$ cat src/rtl/cruce_sequencer_pkg.sv
// Shared light encodings and phase codes for the intersection sequencer.
package cruce_sequencer_pkg;

  localparam logic [1:0] ROJO     = 2'b00;
  localparam logic [1:0] AMARILLO = 2'b01;
  localparam logic [1:0] VERDE    = 2'b10;

  typedef enum logic [2:0] {
    A_GREEN  = 3'd0,
    A_YELLOW = 3'd1,
    A_CLEAR  = 3'd2,
    B_GREEN  = 3'd3,
    B_YELLOW = 3'd4,
    B_CLEAR  = 3'd5
  } state_t;

endpackage

$ cat src/rtl/cruce_sequencer_phase_timer.sv
// Loadable down-counter that measures how long the sequencer has been in a phase.
module phase_timer #(
  parameter int               CNT_W     = 4,
  parameter logic [CNT_W-1:0] RST_VALUE = '0
) (
  input  logic             clk,
  input  logic             rst,
  input  logic             enb,
  input  logic             load,
  input  logic [CNT_W-1:0] load_value,
  output logic [CNT_W-1:0] value,
  output logic             expired
);

  // Load wins over counting; counting stops at zero so a resting phase holds there.
  always_ff @(posedge clk) begin
    if (rst) begin
      value <= RST_VALUE;
    end else if (load) begin
      value <= load_value;
    end else if (enb && (value != '0)) begin
      value <= value - 1'b1;
    end
  end

  assign expired = (value == '0);

endmodule

$ cat src/rtl/cruce_sequencer.sv
// Demand-driven phase sequencer for a two-street intersection with pedestrian walk windows.
//
// state    | meaning
// ---------+-----------------------------------------------
// A_GREEN  | A green, B red; B crossing may walk
// A_YELLOW | A yellow, B red
// A_CLEAR  | all red clearance after A
// B_GREEN  | B green, A red; A crossing may walk
// B_YELLOW | B yellow, A red
// B_CLEAR  | all red clearance after B (reset state)
module cruce_sequencer
  import cruce_sequencer_pkg::*;
#(
  parameter int T_GREEN  = 8,
  parameter int T_YELLOW = 2,
  parameter int T_ALLRED = 1,
  parameter int T_WALK   = 4,
  parameter int CNT_W    = 4
) (
  input  logic       clk,
  input  logic       rst,
  input  logic       enb,
  input  logic       btnA,
  input  logic       btnB,
  input  logic       carA,
  input  logic       carB,
  output logic [1:0] semA,
  output logic [1:0] semB,
  output logic       A_peatonal,
  output logic       B_peatonal,
  output logic [2:0] phase
);

  localparam logic [CNT_W-1:0] LD_GREEN  = CNT_W'(T_GREEN - 1);
  localparam logic [CNT_W-1:0] LD_YELLOW = CNT_W'(T_YELLOW - 1);
  localparam logic [CNT_W-1:0] LD_ALLRED = CNT_W'(T_ALLRED - 1);
  // elapsed < T_WALK  <=>  timer >= T_GREEN - T_WALK
  localparam logic [CNT_W-1:0] WALK_MIN  = CNT_W'(T_GREEN - T_WALK);

  state_t           state, state_nxt;
  logic             load;
  logic [CNT_W-1:0] load_value;
  logic [CNT_W-1:0] timer;
  logic             expired;
  logic             reqA, reqB;
  logic             walkA, walkB;
  logic             enter_a_green, enter_b_green;

  phase_timer #(
    .CNT_W     (CNT_W),
    .RST_VALUE (LD_ALLRED)
  ) u_timer (
    .clk        (clk),
    .rst        (rst),
    .enb        (enb),
    .load       (load),
    .load_value (load_value),
    .value      (timer),
    .expired    (expired)
  );

  // State register.
  always_ff @(posedge clk) begin
    if (rst) begin
      state <= B_CLEAR;
    end else begin
      state <= state_nxt;
    end
  end

  // Next state and timer reload; greens only yield when someone is waiting.
  always_comb begin
    state_nxt  = state;
    load       = 1'b0;
    load_value = LD_ALLRED;
    if (enb && expired) begin
      case (state)
        A_GREEN:  if (carB || reqA || reqB) state_nxt = A_YELLOW;
        A_YELLOW: state_nxt = A_CLEAR;
        A_CLEAR:  state_nxt = B_GREEN;
        B_GREEN:  if (carA || reqA || reqB) state_nxt = B_YELLOW;
        B_YELLOW: state_nxt = B_CLEAR;
        B_CLEAR:  state_nxt = A_GREEN;
        default:  state_nxt = B_CLEAR;
      endcase
    end
    if (state_nxt != state) begin
      load = 1'b1;
      case (state_nxt)
        A_GREEN, B_GREEN:   load_value = LD_GREEN;
        A_YELLOW, B_YELLOW: load_value = LD_YELLOW;
        default:            load_value = LD_ALLRED;
      endcase
    end
  end

  assign enter_a_green = (state_nxt == A_GREEN) && (state != A_GREEN);
  assign enter_b_green = (state_nxt == B_GREEN) && (state != B_GREEN);

  // Request latches; a pending request becomes the walk grant when its street turns red.
  always_ff @(posedge clk) begin
    if (rst) begin
      reqA  <= 1'b0;
      reqB  <= 1'b0;
      walkA <= 1'b0;
      walkB <= 1'b0;
    end else begin
      if (enter_b_green) begin
        walkA <= reqA;
        reqA  <= 1'b0;
      end else if (btnA) begin
        reqA  <= 1'b1;
      end
      if (enter_a_green) begin
        walkB <= reqB;
        reqB  <= 1'b0;
      end else if (btnB) begin
        reqB  <= 1'b1;
      end
    end
  end

  // Light decode straight from the state register.
  always_comb begin
    semA = ROJO;
    semB = ROJO;
    case (state)
      A_GREEN:  semA = VERDE;
      A_YELLOW: semA = AMARILLO;
      B_GREEN:  semB = VERDE;
      B_YELLOW: semB = AMARILLO;
      default: begin
        semA = ROJO;
        semB = ROJO;
      end
    endcase
  end

  assign A_peatonal = walkA && (state == B_GREEN) && (timer >= WALK_MIN);
  assign B_peatonal = walkB && (state == A_GREEN) && (timer >= WALK_MIN);
  assign phase      = state;

endmodule

$ cat config.mk
export PLATFORM = sky130hd
export DESIGN_NAME = cruce_sequencer
export DESIGN_NICKNAME = d
export VERILOG_FILES = /design/src/rtl/cruce_sequencer_pkg.sv /design/src/rtl/cruce_sequencer_phase_timer.sv /design/src/rtl/cruce_sequencer.sv
export SDC_FILE = /design/constraint.sdc
export NUM_CORES = 1
export LEC_CHECK = 0
export CAP_MARGIN = 40
export CORE_MARGIN = 2
export CORE_UTILIZATION = 45
export CTS_BUF_LIST = sky130_fd_sc_hd__clkbuf_8
export DETAILED_ROUTE_END_ITERATION = 6
export PLACE_DENSITY = 0.81
export SYNTH_ARGS = -nofsm -noshare
export SYNTH_HDL_FRONTEND = slang
export SYNTH_HIERARCHICAL = 1
export SYNTH_SLANG_ARGS = --single-unit
export TNS_END_PERCENT = 30
$ cat constraint.sdc
create_clock -name clk -period 3.27 [get_ports clk]
set_input_delay 0.4905 -clock clk [delete_from_list [all_inputs] [get_ports clk]]
set_output_delay 0.4905 -clock clk [all_outputs]
set_load 0.005 [all_outputs]
; After elaboration in Yosys (flattened, before gate mapping)
; Cells that the tools add are included.
[totals]
register_bits = 11
inputBits = 7
out_inout_bits = 9
word_cells = 51
[op_classes]
addsub = 1
magnitude_cmp = 1
eq_ne = 10
n_mux = 11
reduce_logical = 22
[op_table]
columns = op, count
row1 = $pmux W3 S5, 1
row2 = $mux W3, 4
row3 = $eq A3 B2 Y1 const B, 3
row4 = $eq A3 B3 Y1 const B, 3
row5 = $logic_and A1 B1 Y1, 8
row6 = $mux W4, 2
row7 = $pmux W2 S2, 2
row8 = $reduce_or A2 Y1, 4
row9 = $eq A3 B1 Y1 const B, 2
row10 = $logic_not A3 Y1, 2
row11 = $pmux W3 S2, 1
row12 = $ge A4 B3 Y1 const B, 1
row13 = $logic_not A4 Y1, 1
row14 = $logic_or A1 B1 Y1, 4
row15 = $reduce_bool A4 Y1, 1
row16 = $sub A4 B1 Y4 const B, 1
row17 = $ne A3 B2 Y1 const B, 1
row18 = $ne A3 B3 Y1, 1
row19 = $reduce_bool A3 Y1, 1
row20 = $reduce_bool A2 Y1, 1
row21 = $mux W1, 1

; Depth between registers and ports, before layout
[logic_depth]
word_depth = 10
depth_mapped = 9
ltp_nobuf = 9

; Cells and area by module
; Netlist, hierarchy kept.
[modules_own_cells]
columns = mod, instances, cells_per_inst, area_each_um2, seq_area_each_um2
row1 = cruce_sequencer, 1, 61, 456.7, 140.1
row2 = phase_timer, 1, 29, 262.8, 80.1

; Worst setup path before layout
; Ideal clock, no wire load.
[synth_timing]
path_kind = reg2reg
start = register u_timer.value[1]
end = register u_timer.value[1]
setup_time_ns = 0.122
arrival_time_ns = 2.003
t_required_ns = 3.148
slack_ns = 1.145
stages_incl_launch_ff = 9
path_buffers = 0
period_less_slack_ns = 2.125
path_cell_list = dfxtp_1 > inv_1 > ha_1 > or3b_4 > inv_1 > nand2_1 > a21oi_1 > nor3_1 > a311o_1
[synth_between]
word_cells_on_any_way = 19
classes_between = add/sub (1) / eq/ne (4) / mux (6) / reduce/logical (8)
[synth_lines]
columns = element, line
row1 = "start, declared", cruce_sequencer_phase_timer.sv:11  ; output logic [CNT_W-1:0] value,
row2 = "start signal, assigned", cruce_sequencer_phase_timer.sv:20  ; value <= load_value;
row3 = "start signal, assigned", cruce_sequencer_phase_timer.sv:22  ; value <= value - 1'b1;
row4 = $logic_not A4 Y1 (*), cruce_sequencer_phase_timer.sv:26  ; assign expired = (value == '0);
row5 = via expired, cruce_sequencer.sv:44  ; logic expired;
row6 = $logic_and A1 B1 Y1 (*), cruce_sequencer.sv:76  ; if (enb && expired) begin
row7 = $mux W3 (*), cruce_sequencer.sv:76
row8 = $ne A3 B3 Y1 (*), cruce_sequencer.sv:87  ; if (state_nxt != state) begin
row9 = $mux W1 (*), cruce_sequencer.sv:87
row10 = via load, cruce_sequencer.sv:41  ; logic load;
row11 = $mux W4 / $reduce_bool A2 Y1 (equally long branches), n/a
; Mark *: on every way through the listed nets, which the timed path passes. The rest lies on a longest branch. The select of a mux whose other input is x is not followed.
; A chain may end at the register's enable or synchronous reset.

; Worst setup path after layout
; Ends and elaborated chain as after synthesis.

==> run summary <==
## Worst setup path
• critical path depth in cells: 8
• worst path required time: 3400 ps
• register-to-register setup slack: 930 ps
• combined buffer and inverter count along the critical path: 2
• Critical path destination: u_timer/value[1]
• crit-path max FO: 10
• delay of the slowest critical-path stage: 440 ps
• cell depth of the worst flop-to-flop path: 8
• cell family with the largest share of critical-path delay: compound AO/OA/AOI/OAI gates
• Setup crit start: u_timer/value[1]
• startpoint of the worst register-to-register path: u_timer/value[1]
• critical path capture point type: flop
• path type of the worst setup path: flop to flop
• Reg-to-Reg End: u_timer/value[1]
• arrival time worst endpoint: 2460 ps
• slowest cell on the critical path: or3b_4
• Most Frequent Cell on Critical Path: inv_1
• startpoint types: flop
• Critical Path, Cell by Cell: inv_1 -> ha_1 -> or3b_4 -> inv_1 -> nand2_1 -> a21oi_1 -> nor3_1 -> a311o_1

## Job
• Max Cap Violations: 0

## Timing
• Final setup viols: 0
• WHS: 476 ps
• setup repair after global routing missed its margin: false
• Slew Limit Headroom: 0.613
• final cycle utilization of the critical path: 0.715
• count of pins over their slew limit: 0
• sum of negative setup slack: 0 ps
• number of hold-slack violations in the final timing report: 0
• highest achievable clock rate: 0.428 GHz
• actual slew at the worst max-slew pin: 578 ps
• worst setup skew after layout: 2.27 ps
• time the final worst path needs with I/O delays and setup: 2340 ps

## Detailed routing
• ANT nets after route: 0
• number of detailed-routing iterations run before antenna repair: 4
• violation count after the first detailed-route iteration: 28
• count of vias placed by the detailed router: 704
• routed via count divided by cell count: 5.82
• Final Routed Wirelength: 1.50 mm
• detailed-route wire length per cell: 12.4 um
• Post-route DRC: 0

## Cells and area
• final std cells w/o fill: 121
• Area growth syn-to-layout: 27.0%
• nets@finish: 114
• number of antenna diodes: 0
• ratio of cells with drive above 1 in the final layout: 0.124

## Clock network
• number of CTS-inserted buffers: 3
• Hold-fix buffers, CTS: 0
• clock tree from TritonCTS: yes
• buffers inserted during post-CTS setup optimization: 0
• Worst-path clk slew: 50 ps
• CTS Sinks: 11
• H-Tree Level Count: 1
• count of instances resized after the clock tree is built: 0
• source-to-sink clock delay at the later pin of the worst-skew pair: 240 ps
• buffer cell driving the clock tree root: clkbuf_8
• number of buffers between clock root and the deepest sink: 2

## Synthesis
• yosys warns: 6
• proportion of register bits with asynchronous set or reset after synthesis: 0
• Synth Cell Area: 719 sq um
• Avg Inst Size Synth: 7.99 sq um
• Synth Register Bits: 11
• number of enable flip-flop cells after synthesis: 0
• Synth Flop Type: dfxtp_1
• sequential element share of the synthesized area: 0.306
• Syn Nets: 98
• Yosys cell types: 38
• number of standard cells after synthesis: 90

## Global route
• layer with the highest usage: met2
• met3 track utilization from global routing: 0.0792
• grt met2 use: 0.268
• aggregate global-route resource usage: 0.188
• Congestion Overflow GR: 0
• largest net degree at the start of global routing: 16
• via count of the first global-routing pass: 625
• initial antenna violation count: 0
• wire length of the first global-routing pass: 2.64 mm
• global-route met1 utilization: 0.242

## Pwr
• leakage power figure: 0.356 nW
• largest vdd supply drop: 0.491 mV
• power density over the cells: 794 nW/um^2

## Run status
• result of the run: finished, final reports clean

## Placed design
• RePlAce Congestion: 0.813
• number of I/O port buffers: 15
• DP HPWL: 1.10 mm
• number of instances in the placed design: 117

## Die
• horizontal die dimension: 44.0 um
• vertical extent of the die: 44.0 um
• effective utilization at floorplan: 0.478
• Boundary Pins: 16
• number of cell rows: 14
• Die Area: 1930 sq um
• core box area: 1510 sq um

## Worst hold path
• Hold WC Path Type: flop to flop

flip-flops by register name, summed over array words and instances (netlist names):
register	cells
phase	3
reqA	1
reqB	1
u_timer/value	4
walkA	1
walkB	1
cell type report:
class	count	area, sq um
fillers	134	593
multi-input cells	67	447
flip-flops and latches	11	220
repair buffers	15	150
clock buffers	3	41.3
inverters	8	30.0
well taps	16	20.0
clock inverters	1	5.00
cells by family (layout without fill, tap and decap cells):
group                    Yosys count  after routing  share of synthesized area
AO/OA/AOI/OAI                     26             26                      0.285
adder cells (fa/ha/maj)            1              1                     0.0174
AND/OR/NAND/NOR                   38             38                      0.299
other                              1              1                    0.00521
flip-flops                        11             11                      0.306
buffers and inverters             12             27                     0.0730
multiplexers                       1              1                     0.0139
synthesized netlist by cell type, types with 2 or more instances:
master	n	area share
nor2_1	11	0.057
nand2_1	6	0.031
inv_1	8	0.042
or3_1	2	0.017
dfxtp_1	11	0.31
o21ai_0	3	0.021
clkbuf_1	2	0.010
o21bai_1	2	0.021
and3_1	2	0.017
a311oi_1	2	0.024
a21oi_1	6	0.042
a211oi_1	2	0.021
nor3_1	6	0.042
a31oi_1	2	0.017
or3b_4	2	0.031
how the worst min path moves through the flow:
stage	to	depth (start not counted)	startpoint	slack [ps]
after global placement	walkB	2	walkB	470
after floorplan	walkB	2	walkB	450
final	walkB	2	walkB	480
after global routing	walkB	2	walkB	500
after detailed placement	walkB	2	walkB	460
after CTS	walkB	2	walkB	470
cells in the final DEF (no fill, tap or decap), drive strengths merged:
| cell | count |
|---|---|
| o211a | 1 |
| inv | 8 |
| nor3 | 6 |
| a221oi | 1 |
| or3b | 2 |
| nand3 | 1 |
| a211oi | 3 |
| clkdlybuf4s50 | 15 |
| a31oi | 2 |
| o21ai | 3 |
| nand3b | 1 |
| a2111oi | 1 |
| nand4b | 1 |
| a311o | 1 |
| a21oi | 6 |
| a311oi | 2 |
| clkinv | 1 |
| and2 | 1 |
| a21o | 1 |
| nor2 | 11 |
| ha | 1 |
| mux2i | 1 |
| nand2b | 1 |
| nor4b | 1 |
| or3 | 4 |
| and3 | 2 |
| a31o | 1 |
| clkbuf | 3 |
| nand2 | 6 |
| o22ai | 1 |
| a211o | 1 |
| or2 | 1 |
| dfxtp | 11 |
| conb | 1 |
| o21bai | 2 |
power breakdown:
part | internal (mW) | switching, mW | leakage [nW] | total, mW
clock | 0.0836 | 0.0501 | 0.0255 | 0.134
combinational | 0.172 | 0.173 | 0.240 | 0.344
sequential | 0.174 | 0.0731 | 0.0906 | 0.248
worst min-delay path, cell delays in order (launching register included):
cell     delay (ps)
dfxtp_1         300
o21ai_0          60
a21oi_1          60
per-stage QoR:
stage	total power [mW]	util	setup WS, ps	area [sq um]
finish	0.726	0.606	933	913
global route	0.792	0.606	696	913
CTS	0.731	0.606	937	913
detailed placement	0.594	0.576	850	867
global placement	0.580	0.576	930	867
floorplan	0.492	-	1140	719
metal layers:
metal | up-vias | share of wire
li1 | 358 | -
met1 | 326 | 0.45
met2 | 20 | 0.49
met3 | 0 | 0.058
met4 | 0 | 0
met5 | - | 0
Power figures use the tool's default switching activity.
==> RTL change, RTL diff (same flow settings) <==
Make the reset (`rst`) asynchronous in 3 clocked blocks.
--- a/src/rtl/cruce_sequencer_phase_timer.sv
+++ b/src/rtl/cruce_sequencer_phase_timer.sv
@@ -13,7 +13,7 @@
 );
 
   // Load wins over counting; counting stops at zero so a resting phase holds there.
-  always_ff @(posedge clk) begin
+  always_ff @(posedge clk or posedge rst) begin
     if (rst) begin
       value <= RST_VALUE;
     end else if (load) begin
--- a/src/rtl/cruce_sequencer.sv
+++ b/src/rtl/cruce_sequencer.sv
@@ -60,7 +60,7 @@
   );
 
   // State register.
-  always_ff @(posedge clk) begin
+  always_ff @(posedge clk or posedge rst) begin
     if (rst) begin
       state <= B_CLEAR;
     end else begin
@@ -98,7 +98,7 @@
   assign enter_b_green = (state_nxt == B_GREEN) && (state != B_GREEN);
 
   // Request latches; a pending request becomes the walk grant when its street turns red.
-  always_ff @(posedge clk) begin
+  always_ff @(posedge clk or posedge rst) begin
     if (rst) begin
       reqA  <= 1'b0;
       reqB  <= 1'b0;
Behaviour: differs if rst is asserted again (counterexample within 4 cycles, from zero or initial values and one cycle with rst high); with rst held inactive, the same outputs for 10 cycles.
==> RTL change against the unedited design <==
Final area fell by 1.5%. Highest routed layer is now met4. Critical endpoint is now u_timer/value[3]$_DFFE_PP0P_. Power rose by 7.6%. Routed wire length rose by 1.5%. Area after synthesis fell by 3.3%. Setup slack improved by 96 ps. Via count fell by 12%. Die area fell by 3.0%. Sequential cell count did not move.
==> RTL change: results (changes against the unedited design) <==
Status
  – Result of the run: complete, no violations

Setup path
  – Data arrival time of the worst path: 2350 ps (-110 ps)
  – Minimum setup slack among reg-to-reg paths: 1030 ps (+100 ps)
  – R2r endpoint: u_timer/value[3]$_DFFE_PP0P_
  – Launch instance of the worst register-to-register path: u_timer/value[0]$_DFFE_PP0P_

Pwr
  – Relative contribution of sequential cells to total power: 39.5% (+5.4 points)
  – Total net switching power: 0.000294 W (-0.72%)
  – Combinational power: 0.000343 W (about the same)
  – Static leakage: 0.376 nW (+5.6%)
  – Maximum resistive drop on vdd: 0.000392 V (-20%)
  – Total power density per cell area: 868 nW/um^2 (+9.2%)

Place
  – Half-perimeter wire length of the detailed placement result: 1170 um (+6.0%)
  – Cell area after placement: 855 um^2 (-1.4%)
  – Pre-CTS WS: 1060 ps (+206 ps)

Logic synthesis
  – Commonest register cell after synthesis: dfrtp_1
  – Top post-synthesis cells by area: dfrtp_1, dfstp_2, a21oi_1, nor3_1, nand2_1
  – Most frequent cells after synthesis: dfrtp_1, nand2_1, a21oi_1, nor2_1, nor3_1
  – Synthesized net count: 86 (-12%)
  – Multiplexer area fraction after synthesis: 3.24% (+1.8 points)
  – Cell variety after synth: 36 (-5.3%)

Timing
  – Transition time of the tightest slew-check pin: 522 ps (-55.8 ps)
  – Final hold slack: 475 ps (-0.450 ps)

Final layout
  – Fraction of layout cells with a size suffix above 1: 11.7% (-0.68 points)
  – Filler Cell Count: 147 (+9.7%)
  – Non-clock buffer count in the final layout: 16 (+1)
  – Non-clock buffer share of cell area: 17.5% (+1.1 points)

Drt
  – Average vias per placed instance: 5.61 (-3.6%)
  – First DRT Iteration DRCs: 3 (-89%)
  – Average routed wire per standard cell: 13.9 um (+12%)
  – Met2 wire len: 792 um (+6.5%)

Min path
  – Class of the tightest hold or removal check: input pin to asynchronous set/reset pin

Global routing
  – Number of global-route vias before repair: 565 (-9.6%)
  – Overall Global Routing Usage: 18.8% (about the same)
  – Global-route wire length before repair: 2560 um (-3.1%)
  – Maximum number of pins on one net before global-route repair: 14 (-2)
[RTL change: worst max-delay path: cells and delay by family (launching register included)]
kind / cells / cell delay [ps]
DFF: 1 / 380
buffers and inverters: 3 / 420
adders and majority gates: 1 / 210
and+or+nand+nor: 3 / 600
AOI/OAI and AO/OA: 2 / 520
[RTL change: worst max-delay path by stage]
stage	start	to	slack [ps]	depth (start not counted)
final	u_timer/value[0]$_DFFE_PP0P_	u_timer/value[3]$_DFFE_PP0P_	1030	9
after global routing	u_timer/value[0]$_DFFE_PP0P_	u_timer/value[3]$_DFFE_PP0P_	850	9
after CTS	u_timer/value[0]$_DFFE_PP0P_	u_timer/value[3]$_DFFE_PP0P_	1040	9
after detailed placement	u_timer/value[0]$_DFFE_PP0P_	u_timer/value[3]$_DFFE_PP0P_	1060	9
after global placement	enb	u_timer/value[3]$_DFFE_PP0P_	1080	6
after floorplan	u_timer/value[0]$_DFFE_PP0P_	u_timer/value[3]$_DFFE_PP0P_	1130	9
